### config.mk
export PLATFORM = sky130hd
export DESIGN_NAME = ram_arbiter_flat
export DESIGN_NICKNAME = d
export VERILOG_FILES = /design/src/rtl/ram_arbiter_pkg.sv /design/src/rtl/ram_arbiter_if.sv /design/src/rtl/ram_arbiter_rr_picker.sv /design/src/rtl/ram_arbiter.sv /design/src/flat_wrapper.sv
export SDC_FILE = /design/constraint.sdc
export NUM_CORES = 1
export LEC_CHECK = 0
export ABC_AREA = 1
export CORE_AREA = 2 2 103 105
export DETAILED_ROUTE_END_ITERATION = 6
export DIE_AREA = 0 0 105 107
export SYNTH_ARGS = -nofsm -noshare
export SYNTH_HDL_FRONTEND = slang
export SYNTH_HIERARCHICAL = 1
export SYNTH_SLANG_ARGS = --single-unit
### constraint.sdc
create_clock -name CLK -period 1.35 [get_ports CLK]
set_clock_uncertainty 0.1 [all_clocks]
set_input_delay 0.405 -clock CLK [delete_from_list [all_inputs] [get_ports CLK]]
set_output_delay 0.405 -clock CLK [all_outputs]
set_load 0.01 [all_outputs]
### src/rtl/ram_arbiter_pkg.sv
// Shared types and helpers for the N-to-1 RAM arbiter.
// The arbiter has two states: no owner, or one port owns the RAM.
package ram_arbiter_pkg;

    typedef enum logic {
        IDLE  = 1'b0,
        OWNED = 1'b1
    } state_e;

    function automatic int be_width(input int data_bits);
        return data_bits / 8;
    endfunction

endpackage

### src/rtl/ram_arbiter_if.sv
// Bundle of all requester-side and RAM-side signals of the arbiter.
// The slave view belongs to the arbiter; the master view belongs to the requesters and the RAM around it.
interface ram_arbiter_if
    import ram_arbiter_pkg::*;
#(
    parameter int NUM_PORTS = 2,
    parameter int ADDR_BITS = 16,
    parameter int DATA_BITS = 32
);
    localparam int BE_W = be_width(DATA_BITS);

    logic [NUM_PORTS-1:0][ADDR_BITS-1:0] req_addr;
    logic [NUM_PORTS-1:0][DATA_BITS-1:0] req_wdata;
    logic [NUM_PORTS-1:0][BE_W-1:0]      req_byte_en;
    logic [NUM_PORTS-1:0]                req_ren;
    logic [NUM_PORTS-1:0]                req_wen;
    logic [NUM_PORTS-1:0][DATA_BITS-1:0] req_rdata;
    logic [NUM_PORTS-1:0]                req_busy;

    logic [ADDR_BITS-1:0] mem_addr;
    logic [DATA_BITS-1:0] mem_wdata;
    logic [BE_W-1:0]      mem_byte_en;
    logic                 mem_ren;
    logic                 mem_wen;
    logic [DATA_BITS-1:0] mem_rdata;
    logic                 mem_busy;

    modport slave (
        input  req_addr, req_wdata, req_byte_en, req_ren, req_wen,
        output req_rdata, req_busy,
        output mem_addr, mem_wdata, mem_byte_en, mem_ren, mem_wen,
        input  mem_rdata, mem_busy
    );

    modport master (
        output req_addr, req_wdata, req_byte_en, req_ren, req_wen,
        input  req_rdata, req_busy,
        input  mem_addr, mem_wdata, mem_byte_en, mem_ren, mem_wen,
        output mem_rdata, mem_busy
    );

endinterface

### src/rtl/ram_arbiter_rr_picker.sv
// Combinational round-robin selector: first set request bit at or after ptr_i, wrapping.
module rr_picker #(
    parameter int NUM_PORTS = 2,
    parameter int IDX_W     = $clog2(NUM_PORTS)
) (
    input  logic [NUM_PORTS-1:0] req_i,
    input  logic [IDX_W-1:0]     ptr_i,
    output logic                 vld_o,
    output logic [IDX_W-1:0]     idx_o
);

    logic [IDX_W-1:0] cand;

    // Scan from the farthest offset down so the closest requester overwrites last.
    always_comb begin
        vld_o = 1'b0;
        idx_o = '0;
        cand  = '0;
        for (int k = NUM_PORTS - 1; k >= 0; k--) begin
            cand = IDX_W'((int'(ptr_i) + k) % NUM_PORTS);
            if (req_i[cand]) begin
                vld_o = 1'b1;
                idx_o = cand;
            end
        end
    end

endmodule

### src/rtl/ram_arbiter.sv
// N-to-1 round-robin arbiter on the busy/ren/wen RAM handshake.
// A granted port owns the RAM until it completes (mem_busy low) or withdraws its request.
module ram_arbiter
    import ram_arbiter_pkg::*;
#(
    parameter int NUM_PORTS = 2,
    parameter int ADDR_BITS = 16,
    parameter int DATA_BITS = 32
) (
    input  logic         CLK,
    input  logic         nRST,
    ram_arbiter_if.slave bus
);

    localparam int IDX_W = $clog2(NUM_PORTS);

    state_e           state_q, state_d;
    logic [IDX_W-1:0] owner_q, owner_d;
    logic [IDX_W-1:0] rr_ptr_q, rr_ptr_d;

    logic [NUM_PORTS-1:0] req_any;
    logic                 owner_req;
    logic [IDX_W-1:0]     owner_nxt;
    logic                 pick_vld;
    logic [IDX_W-1:0]     pick_idx;

    assign req_any   = bus.req_ren | bus.req_wen;
    assign owner_req = req_any[owner_q];
    assign owner_nxt = (owner_q == IDX_W'(NUM_PORTS - 1)) ? '0 : owner_q + IDX_W'(1);

    rr_picker #(
        .NUM_PORTS (NUM_PORTS),
        .IDX_W     (IDX_W)
    ) u_picker (
        .req_i (req_any),
        .ptr_i (rr_ptr_q),
        .vld_o (pick_vld),
        .idx_o (pick_idx)
    );

    always_ff @(posedge CLK or negedge nRST) begin
        if (!nRST) begin
            state_q  <= IDLE;
            owner_q  <= '0;
            rr_ptr_q <= '0;
        end else begin
            state_q  <= state_d;
            owner_q  <= owner_d;
            rr_ptr_q <= rr_ptr_d;
        end
    end

    always_comb begin
        state_d         = state_q;
        owner_d         = owner_q;
        rr_ptr_d        = rr_ptr_q;
        bus.mem_addr    = '0;
        bus.mem_wdata   = '0;
        bus.mem_byte_en = '0;
        bus.mem_ren     = 1'b0;
        bus.mem_wen     = 1'b0;
        bus.req_busy    = '1;
        bus.req_rdata   = '0;

        case (state_q)
            IDLE: begin
                if (pick_vld) begin
                    owner_d = pick_idx;
                    state_d = OWNED;
                end
            end

            OWNED: begin
                bus.mem_addr    = bus.req_addr[owner_q];
                bus.mem_wdata   = bus.req_wdata[owner_q];
                bus.mem_byte_en = bus.req_byte_en[owner_q];
                if (!owner_req) begin
                    // Withdrawal: release the RAM without signalling completion.
                    state_d  = IDLE;
                    rr_ptr_d = owner_nxt;
                end else begin
                    bus.mem_wen = bus.req_wen[owner_q];
                    bus.mem_ren = bus.req_ren[owner_q] & ~bus.req_wen[owner_q];
                    if (!bus.mem_busy) begin
                        bus.req_busy[owner_q]  = 1'b0;
                        bus.req_rdata[owner_q] = bus.mem_rdata;
                        state_d  = IDLE;
                        rr_ptr_d = owner_nxt;
                    end
                end
            end

            default: state_d = IDLE;
        endcase
    end

endmodule
### src/flat_wrapper.sv
// flat-port wrapper written by rule: the top's interface ports become plain ports
module ram_arbiter_flat import ram_arbiter_pkg::*;
#(
    parameter int NUM_PORTS = 2,
    parameter int ADDR_BITS = 16,
    parameter int DATA_BITS = 32
)
  (CLK, nRST, bus_req_addr, bus_req_wdata, bus_req_byte_en, bus_req_ren, bus_req_wen, bus_req_rdata, bus_req_busy, bus_mem_addr, bus_mem_wdata, bus_mem_byte_en, bus_mem_ren, bus_mem_wen, bus_mem_rdata, bus_mem_busy);
  ram_arbiter_if #(.NUM_PORTS(NUM_PORTS), .ADDR_BITS(ADDR_BITS), .DATA_BITS(DATA_BITS)) bus_i ();
  input  logic CLK;
  input  logic nRST;
  input wire logic [$bits(bus_i.req_addr)-1:0] bus_req_addr;
  input wire logic [$bits(bus_i.req_wdata)-1:0] bus_req_wdata;
  input wire logic [$bits(bus_i.req_byte_en)-1:0] bus_req_byte_en;
  input wire logic [$bits(bus_i.req_ren)-1:0] bus_req_ren;
  input wire logic [$bits(bus_i.req_wen)-1:0] bus_req_wen;
  output wire logic [$bits(bus_i.req_rdata)-1:0] bus_req_rdata;
  output wire logic [$bits(bus_i.req_busy)-1:0] bus_req_busy;
  output wire logic [$bits(bus_i.mem_addr)-1:0] bus_mem_addr;
  output wire logic [$bits(bus_i.mem_wdata)-1:0] bus_mem_wdata;
  output wire logic [$bits(bus_i.mem_byte_en)-1:0] bus_mem_byte_en;
  output wire logic [$bits(bus_i.mem_ren)-1:0] bus_mem_ren;
  output wire logic [$bits(bus_i.mem_wen)-1:0] bus_mem_wen;
  input wire logic [$bits(bus_i.mem_rdata)-1:0] bus_mem_rdata;
  input wire logic [$bits(bus_i.mem_busy)-1:0] bus_mem_busy;
  assign bus_i.req_addr = bus_req_addr;
  assign bus_i.req_wdata = bus_req_wdata;
  assign bus_i.req_byte_en = bus_req_byte_en;
  assign bus_i.req_ren = bus_req_ren;
  assign bus_i.req_wen = bus_req_wen;
  assign bus_req_rdata = bus_i.req_rdata;
  assign bus_req_busy = bus_i.req_busy;
  assign bus_mem_addr = bus_i.mem_addr;
  assign bus_mem_wdata = bus_i.mem_wdata;
  assign bus_mem_byte_en = bus_i.mem_byte_en;
  assign bus_mem_ren = bus_i.mem_ren;
  assign bus_mem_wen = bus_i.mem_wen;
  assign bus_i.mem_rdata = bus_mem_rdata;
  assign bus_i.mem_busy = bus_mem_busy;
  ram_arbiter #(.NUM_PORTS(NUM_PORTS), .ADDR_BITS(ADDR_BITS), .DATA_BITS(DATA_BITS)) u_core (.CLK(CLK), .nRST(nRST), .bus(bus_i));
endmodule
* Word-level counts from Yosys, hierarchy flattened
Index checks and enable logic that the tools add are counted.
** Operators by class
- Add/subtract/negate cells :: 2
- $lt $le $gt $ge :: 4
- Equality and inequality tests :: 1
- Multiplexer cells :: 44
- Bitwise gates (word level) :: 6
- Reductions and logical operators :: 3
** Operators with widths (count)
- $mux 64 :: 3
- $mux 32 :: 4
- $and 64x64->64 :: 1
- $mux 16 :: 3
- $demux 32 s1 :: 1
- $mux 1 :: 25
- $mux 4 :: 3
- $lt 1x2->1 const B :: 3
- $mux 2 :: 3
- $reduce_and 2->1 :: 2
- $add 1x1->1 const B :: 2
- $ne 2x2->1 const B :: 1
- $not 1->1 :: 2
- $not 2->2 :: 1
- $or 2x2->2 :: 1
- $pmux 1 s2 :: 1
- $and 1x1->1 :: 1
- $demux 1 s1 :: 1
- $ge 1x1->1 const B :: 1
- $logic_and 1x1->1 :: 1
** Storage, ports and cells
- Bits in registers :: 3
- Input bits :: 143
- Output and inout port bits :: 120
- Word-level logic and storage cells :: 63

* Depth between registers and ports, before layout
- Word-level depth :: 8
- Depth in mapped cells :: 7
- Gate-level depth less buffers :: 6

* Modules after synthesis
Netlist, hierarchy kept.
** By module, submodules not included
- ram_arbiter :: times used 1, cells an instance 198, area an instance 1163.6 sq um, sequential area each 75.1 sq um
- rr_picker :: times used 1, cells an instance 4, area an instance 18.8 sq um, sequential area each 0.0 sq um

* Worst setup path before layout
Ideal clock, no wire load.
- Path type :: register to output
- From :: register u_core.owner_q
- To :: output bus_req_rdata[23]
- Arrival :: 1.106 ns
- Required time :: 0.845 ns
- Setup slack :: -0.261 ns
- Stages on the path, launching flop included :: 6
- Path buffers :: 2
- Path through :: dfrtp_1 -> buf_4 -> nor2_4 -> nand3_4 -> buf_6 -> nor2_1
** Between the ends
- Longest elaborated chain between the ends :: 8
- Elaborated cells on any way between the ends :: 11
- Those cells by class :: order compare (2); mux (7); bitwise (1); reduce/logical (1)
** RTL lines
- from (decl) :: line ram_arbiter.sv:18 : logic [IDX_W-1:0] owner_q, owner_d;
- from (signal assigned) :: line ram_arbiter.sv:48 : owner_q <= owner_d;
- $lt 1x2->1 (implied by the code) / $ge 1x1->1 (equally long branches) :: line ram_arbiter.sv:86 : bus.req_rdata[owner_q] = bus.mem_rdata;
- $logic_and 1x1->1 (implied by the code) :: line ram_arbiter.sv:86
- $mux 32 (implied by the code) :: line ram_arbiter.sv:86
- $demux 32 s1
- $and 64x64->64 (no source line)
- $mux 64 :: line ram_arbiter.sv:84 : if (!bus.mem_busy) begin
- $mux 64 (*) :: line ram_arbiter.sv:77 : if (!owner_req) begin
- $mux 64 (*) :: line ram_arbiter.sv:65 : case (state_q)
- to (decl) :: line flat_wrapper.sv:17 : output wire logic [$bits(bus_i.req_rdata)-1:0] bus_req_rdata;
Every way passes the cells marked *; elsewhere a longest branch is shown, timed or not. The select of a mux whose other input is x is not followed.

* Worst setup path in the final report
- From :: register u_core.owner_q
- To :: output bus_req_rdata[58]
Same word-level chain as after synthesis.

==> results.tsv <==
metric	value	unit
I/O pin total	263	
std cell rows	37	
total clock buffers created by CTS	3	
total global-route track usage	17.16	%
flop2flop setup slack	-0.30	ns
post-detailed-route DRC marker count	0	
number of DRC markers in iteration 0	111	
terminus of the critical flop-to-flop path	u_core/rr_ptr_q$_DFFE_PN0P_	
Critical Path Start Type	register	
cell area after synthesis	1182	µm²
leakage dissipation	2.379	nW
Post-DRT Antenna Nets	0	
crit path capture type	output pin	
Skew-Pair Late Insertion Delay	0.21	ns
number of nets in the layout	654	
GPL Wtd Cong	0.8351	
pin count of the biggest net entering global routing	19	
power density cells	1573	nW/µm²
clock period minus final worst setup slack	2.092	ns
WL/cell	17.44	µm
leading cell types by total area after synthesis	a22o_1 39%, nor2_1 22%, inv_1 12%	
Starting Density	11.72	%
setup-violating endpoint count in the final report	123	
Arr. time, crit path	1.59	ns
number of enable flip-flop cells after synthesis	0	
aggregate routed wire length	11270	µm
total of warnings raised by yosys	6	
number of distinct library cells after synthesis	16	
clock slew at reported path FFs	0.03	ns
drt via density	4.144	
share of async-settable or async-resettable flops after synthesis	100.0	%
clk buf depth	2	
post-route worst setup slack	-0.7418	ns
count of cells along the worst register-to-register path	12	
total congestion overflow after global routing	0	
library cell occupying the most area in the post-synthesis netlist	a22o_1	
Hold Vio Cnt, Final	0	
leading cell type by number of instances after synthesis	nor2_1	
overall die width	105	µm
die area	11240	µm²
total of hold buffers inserted after clock tree synthesis	0	
synthesized net count	345	
capture point of the worst path	bus_req_rdata[58]	
layout-stage area growth over the synthesis result	329.4	%
critical register-to-register path startpoint	u_core/owner_q$_DFFE_PN0P_	
via count of the first global-routing pass	2654	
clock tree from TritonCTS	built	
Filler Cells Inserted	993	
Port Buffers	262	
first-pass GRT wire length	15290	µm
count of H-tree levels built during CTS	1	
unrepaired setup endpoints after global routing	yes	
most instantiated flip-flop cell in the synthesis netlist	dfrtp_1	
Worst Max-Slew Pin Slew	0.2011	ns
mean post-synth cell area	5.853	µm²
utilization of the core after routing	50.31	%
count of maximum capacitance violations	0	
max_slew headroom	86.58	%
Sinks on Clock Net	3	
violations in the final reports	negative setup slack	
gate count after technology mapping	202	
register bit count reported by yosys	3	
cell area after placement	4187	µm²
antenna violations before repair	0	
final-layout worst hold slack	0.2741	ns
drt first pass iters	4	
fin crit share	154.9	%
highest achievable clock rate	478.1	MHz
root buf cell	clkbuf_8	
worst hold path type	input port to asynchronous set/reset pin	
vias after detailed routing	2677	
largest vdd supply drop	1.044	mV
sum of negative setup slack	-79.28	ns
share of the synthesized area in the top cell type	38.52	%
layout cell share with drive strength beyond 1	52.94	%
CP Class	register to output pin	
first element of the critical path	u_core/owner_q$_DFFE_PN0P_	
detailed placer's ending HPWL	7311	µm
Critical Path Fanout Max	6	
Seq/Total Area, Yosys	6.349	%
result of the run	finished, violations left	
most frequent cells after synthesis	69 x nor2_1, 52 x a22o_1, 38 x inv_1	
floorplan core area	10090	µm²
Worst Path Required	0.85	ns
Final Slew Violations	0	
antenna fix cells	0	
die span in y	107	µm
final cell area excluding filler cells	5077	µm²
-- critical path: stages, from the launching register on --
cell and delay [ns]:
dfrtp_2 0.40, buf_6 0.12, nand2_4 0.05, inv_8 0.08
nand3_4 0.12, buf_12 0.17, buf_16 0.14, buf_6 0.12
nor2_4 0.07, buf_6 0.10
-- logic make-up (layout without fill, tap and decap cells) --
group,count (synthesis),in the layout,synth area share (%)
flops,3,3,6.349
buf+inv,57,365,22.33
mux,1,1,0.8466
simple gates,86,86,30.69
compound gates,55,55,39.79
-- per-stage QoR --
| step | cells | total power, mW | setup WS, ns |
|---|---|---|---|
| after CTS | 640 | 7.235 | -0.7921 |
| final | 646 | 7.988 | -0.7418 |
| after floorplan | 202 | 2.603 | -0.2034 |
| after global routing | 646 | 8.403 | -0.8223 |
| after global placement | 598 | 5.494 | -1.193 |
| after detailed placement | 598 | 5.531 | -1.185 |
-- area by class of cell --
type                       instances  area (µm²)  area share (%)
timing repair buffer             321        3338           65.75
multi-input combinational        142        1290           25.41
tap                              136       170.2           3.351
inverter                          40       157.7           3.105
sequential                         3       76.32           1.503
clock buffer                       4       45.04          0.8871
-- per-layer routing --
layer	routed length [µm]	global-route usage (%)	share of wire [%]	up-vias
met4	125	2.095	1.1	0
li1	-	-	-	1292
met2	6059	32.42	54	118
met5	0	0	0	-
met3	636	2.918	5.6	10
met1	4445	20.78	39	1257
-- placed cells by master (no fill, tap or decap), drive strengths merged --
cell type | netlist | layout
inv | 40 | 40
dlygate4sd2 | 0 | 2
nand2 | 11 | 11
nand3 | 4 | 4
or2 | 1 | 1
clkdlybuf4s50 | 0 | 137
buf | 17 | 168
a22o | 52 | 52
nor2 | 70 | 70
clkdlybuf4s15 | 0 | 1
clkbuf | 0 | 16
o21ai | 1 | 1
mux2i | 1 | 1
bufbuf | 0 | 1
dfrtp | 3 | 3
a21oi | 2 | 2
-- worst min path at each step --
stage,startpoint,endpoint,slack [ns],cells after the start
2_1_floorplan,nRST,u_core/owner_q$_DFFE_PN0P_,0.009,0
3_3_place_gp,u_core/rr_ptr_q$_DFFE_PN0P_,u_core/rr_ptr_q$_DFFE_PN0P_,0.36,2
3_5_place_dp,u_core/rr_ptr_q$_DFFE_PN0P_,u_core/rr_ptr_q$_DFFE_PN0P_,0.37,2
4_1_cts,nRST,u_core/rr_ptr_q$_DFFE_PN0P_,0.27,1
5_1_grt,nRST,u_core/owner_q$_DFFE_PN0P_,0.27,1
6_report,nRST,u_core/rr_ptr_q$_DFFE_PN0P_,0.27,1
-- report_power, final --
part	leakage (nW)	total, mW	switching, mW	internal, mW
clock	0.0228	0.255	0.0544	0.201
combinational	2.32	7.55	3.22	4.33
sequential	0.0343	0.184	0.0446	0.140
total	2.38	7.99	3.32	4.67
-- registers in the layout, summed over array words and instances (netlist names) --
name,count
u_core/owner_q,1
u_core/rr_ptr_q,1
u_core/state_q,1
-- timing repair --
action                     in CTS  in global routing
setup endpoints to repair     122                123
gates resized for setup       543                133
gates cloned                   12                  6
pin swaps                      19                 16
buffers inserted               26                  6
Note: power is estimated with default switching activity, not from simulation.
